**config.mk**
```make
export PLATFORM = sky130hd
export DESIGN_NAME = ucie_ctl_sb_serializer_flat
export DESIGN_NICKNAME = d
export VERILOG_FILES = /design/src/rtl/ucie_ctl_sb_serializer_pkg.sv /design/src/rtl/ucie_ctl_sb_serializer_if.sv /design/src/rtl/ucie_ctl_sb_serializer.sv /design/src/flat_wrapper.sv
export SDC_FILE = /design/constraint.sdc
export NUM_CORES = 1
export LEC_CHECK = 0
export CAP_MARGIN = 20
export CORE_MARGIN = 5
export CORE_UTILIZATION = 25
export DETAILED_ROUTE_END_ITERATION = 7
export PLACE_DENSITY = 0.43
export SYNTH_ARGS = -nofsm -noshare
export SYNTH_HDL_FRONTEND = slang
export SYNTH_SLANG_ARGS = --single-unit
```
**constraint.sdc**
```tcl
create_clock -name i_clk -period 2.05 [get_ports i_clk]
set_clock_uncertainty 0.1 [all_clocks]
set_input_delay 0.205 -clock i_clk [delete_from_list [all_inputs] [get_ports i_clk]]
set_output_delay 0.205 -clock i_clk [all_outputs]
set_load 0.05 [all_outputs]
```
**src/rtl/ucie_ctl_sb_serializer_pkg.sv**
```systemverilog
// Shared constants and helpers for the sideband transmit serializer.
package ucie_ctl_sb_serializer_pkg;

    localparam int WORD_W = 32;

    typedef logic [0:0] sb_state_t;
    localparam sb_state_t ST_IDLE  = 1'b0;
    localparam sb_state_t ST_SHIFT = 1'b1;

    function automatic int sb_beats(input int n);
        return WORD_W / n;
    endfunction

    // Counter is never narrower than one bit, even when a word is a single beat.
    function automatic int sb_cnt_w(input int n);
        int b;
        b = WORD_W / n;
        return (b <= 1) ? 1 : $clog2(b);
    endfunction

endpackage

```
**src/rtl/ucie_ctl_sb_serializer_if.sv**
```systemverilog
// Word-in / chunk-out bundle of the sideband serializer.
// Both handshakes: a transfer happens on a clock edge where valid and ready are both high;
// the source holds data stable while valid is high and ready is low.
interface ucie_ctl_sb_serializer_if #(
    parameter int N = 8
);
    logic          i_flush;
    logic [31:0]   i_word;
    logic          i_word_valid;
    logic          o_word_ready;
    logic [N-1:0]  o_data_out;
    logic          o_data_valid;
    logic          i_out_ready;
    logic          o_last;
    logic          o_busy;
    logic          o_state;

    modport slave (
        input  i_flush, i_word, i_word_valid, i_out_ready,
        output o_word_ready, o_data_out, o_data_valid, o_last, o_busy, o_state
    );

    modport master (
        output i_flush, i_word, i_word_valid, i_out_ready,
        input  o_word_ready, o_data_out, o_data_valid, o_last, o_busy, o_state
    );

endinterface

```
**src/rtl/ucie_ctl_sb_serializer.sv**
```systemverilog
// Sideband transmit serializer: one 32-bit word in, 32/N chunks of N bits out, MSB chunk first.
// o_state mirrors the FSM register for debug visibility.
module ucie_ctl_sb_serializer
    import ucie_ctl_sb_serializer_pkg::*;
#(
    parameter int N = 8
) (
    input  logic                      i_clk,
    input  logic                      i_reset,
    ucie_ctl_sb_serializer_if.slave   sb
);

    localparam int BEATS = sb_beats(N);
    localparam int CW    = sb_cnt_w(N);

    if ((WORD_W % N) != 0) begin : g_bad_n
        $error("ucie_ctl_sb_serializer: N must divide 32");
    end

    sb_state_t      state_q, state_d;
    logic [31:0]    shreg_q, shreg_d;
    logic [CW-1:0]  cnt_q,   cnt_d;

    logic is_shift;
    logic last;
    logic beat_acc;
    logic word_ready;
    logic load;

    assign is_shift = (state_q == ST_SHIFT);
    assign last     = is_shift && (cnt_q == '0);
    assign beat_acc = is_shift && sb.i_out_ready;

    // Ready never depends on i_word_valid, so no loop through the packet builder.
    assign word_ready = i_reset && !sb.i_flush && (!is_shift || (last && sb.i_out_ready));
    assign load       = word_ready && sb.i_word_valid;

    always_comb begin
        state_d = state_q;
        shreg_d = shreg_q;
        cnt_d   = cnt_q;
        if (sb.i_flush) begin
            state_d = ST_IDLE;
            shreg_d = '0;
            cnt_d   = '0;
        end else if (load) begin
            state_d = ST_SHIFT;
            shreg_d = sb.i_word;
            cnt_d   = CW'(BEATS - 1);
        end else if (beat_acc) begin
            shreg_d = shreg_q << N;
            if (last) begin
                state_d = ST_IDLE;
            end else begin
                cnt_d = cnt_q - 1'b1;
            end
        end
    end

    always_ff @(posedge i_clk or negedge i_reset) begin
        if (!i_reset) begin
            state_q <= ST_IDLE;
            shreg_q <= '0;
            cnt_q   <= '0;
        end else begin
            state_q <= state_d;
            shreg_q <= shreg_d;
            cnt_q   <= cnt_d;
        end
    end

    assign sb.o_word_ready = word_ready;
    assign sb.o_data_valid = is_shift;
    assign sb.o_data_out   = is_shift ? shreg_q[31 -: N] : '0;
    assign sb.o_last       = last;
    assign sb.o_busy       = is_shift;
    assign sb.o_state      = state_q;

endmodule

```
**src/flat_wrapper.sv**
```systemverilog
// flat-port wrapper written by rule: the top's interface ports become plain ports
module ucie_ctl_sb_serializer_flat import ucie_ctl_sb_serializer_pkg::*;
#(
    parameter int N = 8
)
  (i_clk, i_reset, sb_i_flush, sb_i_word, sb_i_word_valid, sb_i_out_ready, sb_o_word_ready, sb_o_data_out, sb_o_data_valid, sb_o_last, sb_o_busy, sb_o_state);
  ucie_ctl_sb_serializer_if #(.N(N)) sb_i ();
  input  logic i_clk;
  input  logic i_reset;
  input wire logic [$bits(sb_i.i_flush)-1:0] sb_i_flush;
  input wire logic [$bits(sb_i.i_word)-1:0] sb_i_word;
  input wire logic [$bits(sb_i.i_word_valid)-1:0] sb_i_word_valid;
  input wire logic [$bits(sb_i.i_out_ready)-1:0] sb_i_out_ready;
  output wire logic [$bits(sb_i.o_word_ready)-1:0] sb_o_word_ready;
  output wire logic [$bits(sb_i.o_data_out)-1:0] sb_o_data_out;
  output wire logic [$bits(sb_i.o_data_valid)-1:0] sb_o_data_valid;
  output wire logic [$bits(sb_i.o_last)-1:0] sb_o_last;
  output wire logic [$bits(sb_i.o_busy)-1:0] sb_o_busy;
  output wire logic [$bits(sb_i.o_state)-1:0] sb_o_state;
  assign sb_i.i_flush = sb_i_flush;
  assign sb_i.i_word = sb_i_word;
  assign sb_i.i_word_valid = sb_i_word_valid;
  assign sb_i.i_out_ready = sb_i_out_ready;
  assign sb_o_word_ready = sb_i.o_word_ready;
  assign sb_o_data_out = sb_i.o_data_out;
  assign sb_o_data_valid = sb_i.o_data_valid;
  assign sb_o_last = sb_i.o_last;
  assign sb_o_busy = sb_i.o_busy;
  assign sb_o_state = sb_i.o_state;
  ucie_ctl_sb_serializer #(.N(N)) u_core (.i_clk(i_clk), .i_reset(i_reset), .sb(sb_i));
endmodule
```
==> results of run 1 <==
## cell usage after synthesis
cell type	instances
buf_2	4
or3b_1	15
o211ai_1	21
nor2_1	1
o22ai_1	1
buf_4	3
a31oi_1	21
and2_1	9
a21o_1	2
nor2_2	1
and3b_1	1
a311oi_1	3
ha_1	1
xnor2_1	1
inv_1	3
o21ai_0	3
nand2_1	3
a22o_1	8
dfrtp_1	35
clkbuf_1	11
and3_1	1
mux2i_1	1
nor3_1	24
clkbuf_2	1
or2_1	1
a21boi_2	1
a21oi_1	1
buf_6	6
or3b_2	9
nand3b_1	1
nand3b_4	1
## layer usage
metal / up-vias / part of all wire [%] / GRT usage (%)
li1: 831 / - / -
met2: 38 / 48 / 18.9
met1: 767 / 46 / 14.9
met4: 0 / 1.0 / 2.94
met5: - / 0 / 0
met3: 6 / 5.1 / 3.96
## logic make-up after synthesis
family          share of synthesized area (%)
flops                                    44.5
simple gates                             23.2
compound gates                           22.2
mux                                     0.508
fa+ha+maj                               0.635
buf+inv                                  8.51
xor+xnor                                0.445
## power groups by stage
stage,clock network (W),registers (W),logic (W)
final,0.000552,0.000804,0.000409
after floorplan,0,0.000809,0.000252
after CTS,0.000575,0.000804,0.000414
after global placement,0,0.000815,0.000411
after detailed placement,0,0.000817,0.000412
after global routing,0.000611,0.000815,0.000455
## worst max-delay path, stage by stage
cell and delay (ns):
dlygate4sd3_1 0.53, clkbuf_4 0.24, and3b_1 0.26, or2_1 0.27
buf_4 0.18, a311oi_1 0.24
## timing repair
action                                 4_1_cts  5_1_grt
endpoints found under the hold margin        8        0
buffers inserted                             0        0
setup endpoints to repair                    0       12
gates resized for setup                      0        1
hold buffers                                 1        0
## registers in the layout (all words and copies together) (netlist names)
register,cells
u_core.shreg_q,32
u_core.sb.o_busy,1
u_core.cnt_q,2
## metrics by stage
stage          hold WS, ns  cells  utilization (%)  setup WS (ns)  cell area, sq um
2_1_floorplan       -0.191    194                -          0.221              1970
3_5_place_dp        0.0132    333             32.7         0.0534              2520
6_report             0.235    343             34.3          0.216              2640
3_3_place_gp        0.0147    333             32.7         0.0963              2520
5_1_grt              0.246    343             34.3         0.0616              2640
4_1_cts              0.234    342             34.2         0.0518              2630
## final cells by class
cell class	count	share of cell area, %
clock buffer	8	3.79
timing repair buffer	63	22.3
multi-input combinational	132	35.5
sequential	35	33.2
inverter	3	0.427
tap	102	4.83
## worst paths after layout
| kind | startpoint | to |
|---|---|---|
| min in group i_clk | u_core.shreg_q[1] | u_core.shreg_q[1] |
| max reg2reg | u_core.cnt_q[0] | u_core.shreg_q[29] |
| max in group asynchronous | i_reset | u_core.shreg_q[15] |
| max | i_reset | u_core.shreg_q[29] |
| min | i_reset | u_core.shreg_q[21] |
| min reg2reg | u_core.shreg_q[1] | u_core.shreg_q[1] |
==> flow_metrics.py, run 1 <==
metrics = {
    "power": {
        "pwr-share-comb_pct": 23.2,
        "p_switching_w": 0.000503,
        "ir_drop_mv": 0.273,
        "leakage_nw": 1.07,
        "power_frac_seq_pct": 45.5,
        "clkPwrFrac_pct": 31.3,
        "swShare_pct": 28.5,
        "p_total_w": 0.00176,
        "p_int_w": 0.00126,
        "p_per_area_nw_per_um2": 668,
    },
    "floorplan": {
        "std_cell_rows": 32,
        "die_x_um": 98.8,
        "fp.dieArea_sq_um": 9750,
        "core_sq_um": 7690,
        "num_io_pins": 50,
        "die_h_um": 98.8,
        "initial_utilization_pct": 25.6,
    },
    "detailed_routing": {
        "drt_iter0_markers": 51,
        "viasPerCell": 4.79,
        "wl_per_cell_um": 15.8,
        "antenna_left": 0,
        "wl_um": 5430,
        "vias": 1642,
        "drc": 0,
        "drt_first_pass_iters": 4,
    },
    "sta": {
        "fin_crit_sh_pct": 89.5,
        "maxSlewViolCount": 0,
        "relSlewSlack_pct": 61.2,
        "min_period_ns": 1.83,
        "clock.fmax_mhz": 545,
        "tightestPinTransition_ns": 0.580,
        "hold_viol": 0,
        "timing.setup.tns_ns": 0,
        "grt_setup_unrepaired": "false",
        "setup_viol": 0,
    },
    "layout": {
        "antennaDiodeCount": 0,
        "syn_to_final_growth_pct": 34.1,
        "fillCellCount": 843,
        "mostFrequentLayoutCells": "35 x clkdlybuf4s50_1, 35 x dfrtp_1, 24 x nor3_1, 24 x buf_4",
        "fin_nets": 278,
        "drive_above_1_share_pct": 19.5,
        "multi_input_area_sq_um": 937,
        "register_area_sq_um": 876,
    },
    "synth": {
        "avgSynthCellArea_sq_um": 10.2,
        "yosys.area.top_type": "dfrtp_1",
        "yosysUniqueCellTypes": 31,
        "yosysWarnings": 0,
        "seq_area_frac_synth_pct": 44.5,
        "netlist_instances": 194,
        "synth.ff_latch_count": 35,
        "synth_top_area_share_pct": 44.5,
        "synthTopCellsByArea": "dfrtp_1 44%, o211ai_1 8.0%, a31oi_1 6.7%",
        "syn_nets": 232,
        "synthesis.area_sq_um": 1970,
    },
    "place": {
        "port_buffers": 49,
        "hpwlAfterDp_um": 3870,
        "gp_congestion": 0.730,
    },
    "setup_path": {
        "critPathCaptureType": "flop",
        "reg2regPathDepth": 6,
        "criticalPathCategory": "in2reg",
        "arrival_ns": 1.92,
        "crit_fanout": 14,
        "reg2reg_slack_ns": 0.24,
        "cp-start-kind": "input pin",
        "worstPathRequired_ns": 2.14,
    },
    "min_path": {
        "holdCritPathClass": "in2async",
    },
    "cts": {
        "cts_tree": "built",
        "cts.sinks": 35,
        "cts_made_buffers": 5,
        "htree_levels": 2,
        "cts_buffer_depth": 2,
        "clk_latency_ns": 0.29,
        "cts.clk_slew.worst_paths_ns": 0.07,
        "cts_root_buffer": "clkbuf_8",
    },
    "flow_run": {
        "maxCapViolations": 0,
    },
    "global_routing": {
        "grt_max_degree": 51,
        "grtUsageTotal_pct": 11.7,
        "grt_pass1_vias": 1844,
        "antenna_found_initial": 0,
        "grt_pass1_wl_um": 9140,
        "grt_overflow": 0,
    },
    "run_status": {
        "status": "completed",
    },
}
(Power assumes the default switching activity.)
==> run 2: changes to the inputs <==
--- a/config.mk
+++ b/config.mk
@@ -5,6 +5,7 @@
 export SDC_FILE = /design/constraint.sdc
 export NUM_CORES = 1
 export LEC_CHECK = 0
+export ABC_CLOCK_PERIOD_IN_PS = 2050
 export CAP_MARGIN = 20
 export CORE_MARGIN = 5
 export CORE_UTILIZATION = 25
==> results of run 2 <==
No change in the layout: final DEF, timing and power equal those of run 1.
